===== config.mk =====
export PLATFORM = sky130hd
export DESIGN_NAME = apb_master
export DESIGN_NICKNAME = d
export VERILOG_FILES = /design/src/rtl/apb_master.sv
export SDC_FILE = /design/constraint.sdc
export NUM_CORES = 1
export LEC_CHECK = 0
export ABC_AREA = 1
export CORE_UTILIZATION = 41
export CTS_CLUSTER_SIZE = 30
export DETAILED_ROUTE_END_ITERATION = 10
export GPL_TIMING_DRIVEN = 0
export PLACE_DENSITY = 0.8
export SLEW_MARGIN = 10
export SYNTH_ARGS = -nofsm -noshare
export SYNTH_HDL_FRONTEND = slang
export SYNTH_SLANG_ARGS = --single-unit

===== constraint.sdc =====
create_clock -name PCLK -period 2.2 [get_ports PCLK]
set_clock_uncertainty 0.05 [all_clocks]
set_input_delay 0.44 -clock PCLK [delete_from_list [all_inputs] [get_ports PCLK]]
set_output_delay 0.44 -clock PCLK [all_outputs]
set_load 0.1 [all_outputs]

===== src/rtl/apb_master.sv =====
// APB master: turns one command at a time into an APB SETUP/ACCESS transfer and
// returns a single-cycle response, aborting with a timeout if PREADY never comes.
module apb_master #(
   parameter int ADDR_WIDTH = 8,
   parameter int DATA_WIDTH = 32,
   parameter int TIMEOUT    = 16
) (
   input  logic                    PCLK,
   input  logic                    PRESETn,
   input  logic                    cmd_valid,
   output logic                    cmd_ready,
   input  logic                    cmd_write,
   input  logic [ADDR_WIDTH-1:0]   cmd_addr,
   input  logic [DATA_WIDTH-1:0]   cmd_wdata,
   input  logic [DATA_WIDTH/8-1:0] cmd_strb,
   output logic                    rsp_valid,
   output logic [DATA_WIDTH-1:0]   rsp_rdata,
   output logic                    rsp_err,
   output logic                    rsp_timeout,
   output logic                    PSEL,
   output logic                    PENABLE,
   output logic                    PWRITE,
   output logic [ADDR_WIDTH-1:0]   PADDR,
   output logic [DATA_WIDTH-1:0]   PWDATA,
   output logic [DATA_WIDTH/8-1:0] PSTRB,
   input  logic [DATA_WIDTH-1:0]   PRDATA,
   input  logic                    PREADY,
   input  logic                    PSLVERR
);

   localparam logic [1:0] S_IDLE   = 2'd0;
   localparam logic [1:0] S_SETUP  = 2'd1;
   localparam logic [1:0] S_ACCESS = 2'd2;

   localparam int CW = $clog2(TIMEOUT + 1);
   // The wait count that, incremented once more, would hit TIMEOUT.
   localparam logic [CW-1:0] LAST_WAIT = CW'(TIMEOUT - 1);

   logic [1:0]    r_state;
   logic [CW-1:0] r_cnt;

   always_ff @(posedge PCLK or negedge PRESETn) begin
      if (!PRESETn) begin
         r_state     <= S_IDLE;
         r_cnt       <= '0;
         cmd_ready   <= 1'b0;
         rsp_valid   <= 1'b0;
         rsp_rdata   <= '0;
         rsp_err     <= 1'b0;
         rsp_timeout <= 1'b0;
         PSEL        <= 1'b0;
         PENABLE     <= 1'b0;
         PWRITE      <= 1'b0;
         PADDR       <= '0;
         PWDATA      <= '0;
         PSTRB       <= '0;
      end else begin
         rsp_valid <= 1'b0;
         case (r_state)
            S_IDLE: begin
               if (cmd_valid && cmd_ready) begin
                  r_state   <= S_SETUP;
                  r_cnt     <= '0;
                  cmd_ready <= 1'b0;
                  PSEL      <= 1'b1;
                  PENABLE   <= 1'b0;
                  PWRITE    <= cmd_write;
                  PADDR     <= cmd_addr;
                  PWDATA    <= cmd_write ? cmd_wdata : '0;
                  PSTRB     <= cmd_write ? cmd_strb  : '0;
               end else begin
                  cmd_ready <= 1'b1;
               end
            end
            S_SETUP: begin
               r_state <= S_ACCESS;
               PENABLE <= 1'b1;
            end
            S_ACCESS: begin
               if (PREADY) begin
                  r_state     <= S_IDLE;
                  cmd_ready   <= 1'b1;
                  PSEL        <= 1'b0;
                  PENABLE     <= 1'b0;
                  rsp_valid   <= 1'b1;
                  rsp_err     <= PSLVERR;
                  rsp_timeout <= 1'b0;
                  rsp_rdata   <= PWRITE ? '0 : PRDATA;
               end else if (r_cnt == LAST_WAIT) begin
                  r_state     <= S_IDLE;
                  r_cnt       <= r_cnt + 1'b1;
                  cmd_ready   <= 1'b1;
                  PSEL        <= 1'b0;
                  PENABLE     <= 1'b0;
                  rsp_valid   <= 1'b1;
                  rsp_err     <= 1'b1;
                  rsp_timeout <= 1'b1;
                  rsp_rdata   <= '0;
               end else begin
                  r_cnt <= r_cnt + 1'b1;
               end
            end
            default: begin
               r_state   <= S_IDLE;
               cmd_ready <= 1'b1;
               PSEL      <= 1'b0;
               PENABLE   <= 1'b0;
            end
         endcase
      end
   end

endmodule


==> summary.md, run 1 <==
| Metric | Value |
|---|---|
| Detailed-routing iteration count for the pre-antenna-repair pass | `4` |
| Fraction of layout instances using a drive strength above 1 | `0.06390` |
| Syn Std Cell Area | `around 3600 sq um` |
| Combined area of the multi-input logic cells | `~1200 sq um` |
| Async set or reset register ratio after synthesis | `1.000` |
| CTS tree | `built` |
| Final cell area excluding filler cells | `~5500 sq um` |
| Setup_tns | `0 ns` |
| Slew @ Worst Pin | `slightly below 1 ns` |
| Number of top-level pins | `165` |
| Kind of cell adding the most delay to the critical path | `buffers and inverters` |
| Total number of placement rows | `33` |
| Final Critical Period | `about 2.1 ns` |
| Remaining DRCs | `0` |
| Via count of the first global-routing pass | `~3100` |
| Ant diodes | `0` |
| Root Buffer | `sky130_fd_sc_hd__clkbuf_8` |
| Cell depth of the worst flop-to-flop path | `8` |
| Number of storage elements in the synthesis netlist | `a little under 90` |
| Detailed-route wire length | `9393 um` |
| Capturing point of the worst reg2reg path | `rsp_rdata[7]$_DFFE_PN0P_` |
| YS warnings | `0` |
| Part of the Yosys area used for sequential elements | `0.6217` |
| Slowest cell delay on critical path | `approximately 0.9 ns` |
| Status | `finished, final reports clean` |
| Wire length per cell | `about 14 um` |
| Synthesized net count | `between 400 and 500` |
| Average cell area after synthesis | `just under 9 sq um` |
| Die X-Extent | `95.47 um` |
| Worst slew slack as a fraction of its limit | `0.3395` |
| Worst hold-check path type | `in2async` |
| Count of pins over their slew limit | `0` |
| Area growth from synthesis to final layout | `52.25%` |
| Routability Congestion | `about 0.79` |
| Placed standard-cell area | `approximately 5400 sq um` |
| Area of the placeable core | `between 8000 and 9000 sq um` |
| Number of buffers and inverters on the critical path | `1` |
| Post-detail-place hpwl | `7130 um` |
| Most used cells in the layout excluding fill and tap cells | `185 x sky130_fd_sc_hd__nand2_1, 89 x sky130_fd_sc_hd__dfrtp_1, 82 x sky130_fd_sc_hd__dlygate4sd2_1` |
| Fill cell instance count of the final layout | `slightly above 700` |
| Final core utilization | `0.6539` |
| Input/output buffers | `between 150 and 200` |
| Post-synthesis instance total | `between 400 and 500` |
| Antenna violations before repair | `0` |
| Startpoint type of the worst setup path | `flop` |
| Starting DRC count in detailed routing | `a little under 80` |
| Vias per std cell | `4.788` |
| Maximum number of pins on one net before global-route repair | `57` |
| Clock transition time at the flip-flop clock pins of the worst setup and hold paths | `approximately 0.09 ns` |
| Post-route fraction of the period consumed by the critical path | `0.9560` |
| Achievable frequency | `approximately 0.48 GHz` |
| First-pass GRT wire length | `14920 um` |
| Most used DFF post-synth | `sky130_fd_sc_hd__dfrtp_1` |
| Number of setup violations in the final report | `0` |
| Area enclosed by the die boundary | `9115 sq um` |
| Series of cell instances along the critical path | `dlygate4sd2_1` |
| Remaining Overflow, GRT | `0` |
| Initial cell density of the core | `0.4295` |
| Number of vias after detailed routing | `3275` |
| WS Path Type | `reg2out` |
| CTS H-tree depth | `3` |
| Most common library cell in the layout ignoring fill and taps | `sky130_fd_sc_hd__nand2_1` |
| Worst-path cell with the longest stage delay | `sky130_fd_sc_hd__dlygate4sd2_1` |
| Reg-to-Reg Start | `r_cnt[0]$_DFFE_PN0P_` |
| Max-cap violations | `0` |
| Crit path DAT | `between 1.5 and 2 ns` |
| WP data required | `~1.7 ns` |
| Cts-stage hold buffer count | `0` |
| Worst-skew pair later-pin latency | `0.33 ns` |
| Total track usage | `0.2144` |
| Total number of nets in the final design | `660` |
| Netlist cell types | `20` |
| Number of clock buffers inserted by TritonCTS | `9` |
| DRT antenna net count | `0` |
| Buffers from clock root to sink, at most | `2` |
| CP Max Fanout | `3` |
| Worst-case register-to-register setup slack | `roughly 0.22 ns` |
| Sinks on Clock Net | `89` |
| Final count of hold timing violations | `0` |
| Unrepaired setup endpoints after global routing | `no` |
| Setup crit end kind | `primary output` |
| FF/Latch Area | `~2200 sq um` |
| Chip height | `roughly 95 um` |
| Number of enable-type register cells in the synthesized netlist | `0` |
-- how the worst max path moves through the flow --
stage / to / start / depth (start not counted) / slack [ns]
global route: PWRITE / PWRITE$_DFFE_PN0P_ / 1 / 0.04
global placement: PWDATA[10]$_DFFE_PN0P_ / PRESETn / 1 / -2.55
detailed placement: PENABLE / r_state[1]$_DFFE_PN0P_ / 1 / 0.11
floorplan: rsp_rdata[19]$_DFFE_PN0P_ / r_state[1]$_DFFE_PN0P_ / 7 / 0.29
finish: PWRITE / PWRITE$_DFFE_PN0P_ / 1 / 0.1
CTS: PENABLE / r_state[1]$_DFFE_PN0P_ / 1 / 0.008
-- flip-flops by register name, summed over array words and instances (netlist names), 2 cells and up --
signal / flops
rsp_rdata: 32
PADDR: 8
r_state: 2
PSTRB: 4
PWDATA: 32
r_cnt: 5
-- metal layers --
layer	track usage	share of wire
met1	0.2649	0.41
met2	0.3518	0.47
met3	0.07416	0.11
met4	0.06965	0.013
met5	0	0
-- logic make-up after synthesis --
family | share of synthesized area
DFF | 0.6217
adders and majority gates | 0.006985
buffers and inverters | 0.04436
and+or+nand+nor | 0.2183
AOI/OAI and AO/OA | 0.1086
-- through the flow --
| step | setup slack [ns] | std cells | hold slack [ns] |
|---|---|---|---|
| after floorplan | 0.2949 | 401 | 0.09441 |
| after detailed placement | 0.1136 | 670 | 0.4187 |
| final | 0.09684 | 684 | 0.1004 |
| after CTS | 0.007770 | 684 | 0.1139 |
| after global placement | -2.550 | 669 | 0.4143 |
| after global routing | 0.03602 | 684 | 0.1476 |
-- repair_timing --
action / CTS / global route
hold endpoints to repair: 0 / 0
gates resized for setup: 83 / 2
cloned: 0 / 0
endpoints found under the setup margin: 83 / 1
buffers inserted: 0 / 0
-- worst reg2reg max path: cells and delay by family (launching register included) --
| kind | cells | cell delay [ns] |
|---|---|---|
| flip-flops | 1 | 0.43 |
| adder cells (fa/ha/maj) | 2 | 0.42 |
| AND/OR/NAND/NOR | 3 | 0.22 |
| buffers and inverters | 1 | 0.40 |
| AO/OA/AOI/OAI | 2 | 0.36 |
-- Yosys cell counts, types with 2 or more instances --
master	count	area, sq um
sky130_fd_sc_hd__a21oi_1	2	10.01
sky130_fd_sc_hd__buf_2	10	50.05
sky130_fd_sc_hd__buf_6	2	22.52
sky130_fd_sc_hd__clkbuf_1	11	41.29
sky130_fd_sc_hd__dfrtp_1	89	2227
sky130_fd_sc_hd__ha_1	2	25.02
sky130_fd_sc_hd__inv_1	9	33.78
sky130_fd_sc_hd__nand2_1	185	694.4
sky130_fd_sc_hd__nand3_1	4	20.02
sky130_fd_sc_hd__nor2_1	8	30.03
sky130_fd_sc_hd__o21ai_0	65	325.3
sky130_fd_sc_hd__o21ai_1	2	10.01
sky130_fd_sc_hd__o21ai_2	5	43.79
-- final cells by class --
| class | instances | share of cell area |
|---|---|---|
| buffer | 24 | 0.02225 |
| inverter | 10 | 0.006882 |
| multi-input combinational | 278 | 0.2193 |
| timing repair buffer | 164 | 0.2826 |
| clock inverter | 3 | 0.01239 |
| sequential | 89 | 0.4084 |
| clock buffer | 11 | 0.02409 |
| tap | 105 | 0.02409 |
Power of run 1 is not shown: default switching activity piles up to over one toggle a cycle in this logic, so the estimate is an artifact.
==> run 2, diff against run 1 <==
Settings changed: ABC_CLOCK_PERIOD_IN_PS set to 2200, SKIP_LAST_GASP set to 1.
==> results of run 2 <==
Final layout, timing and power as in run 1 (identical DEF).
Power of run 2 is left out for the same reason.
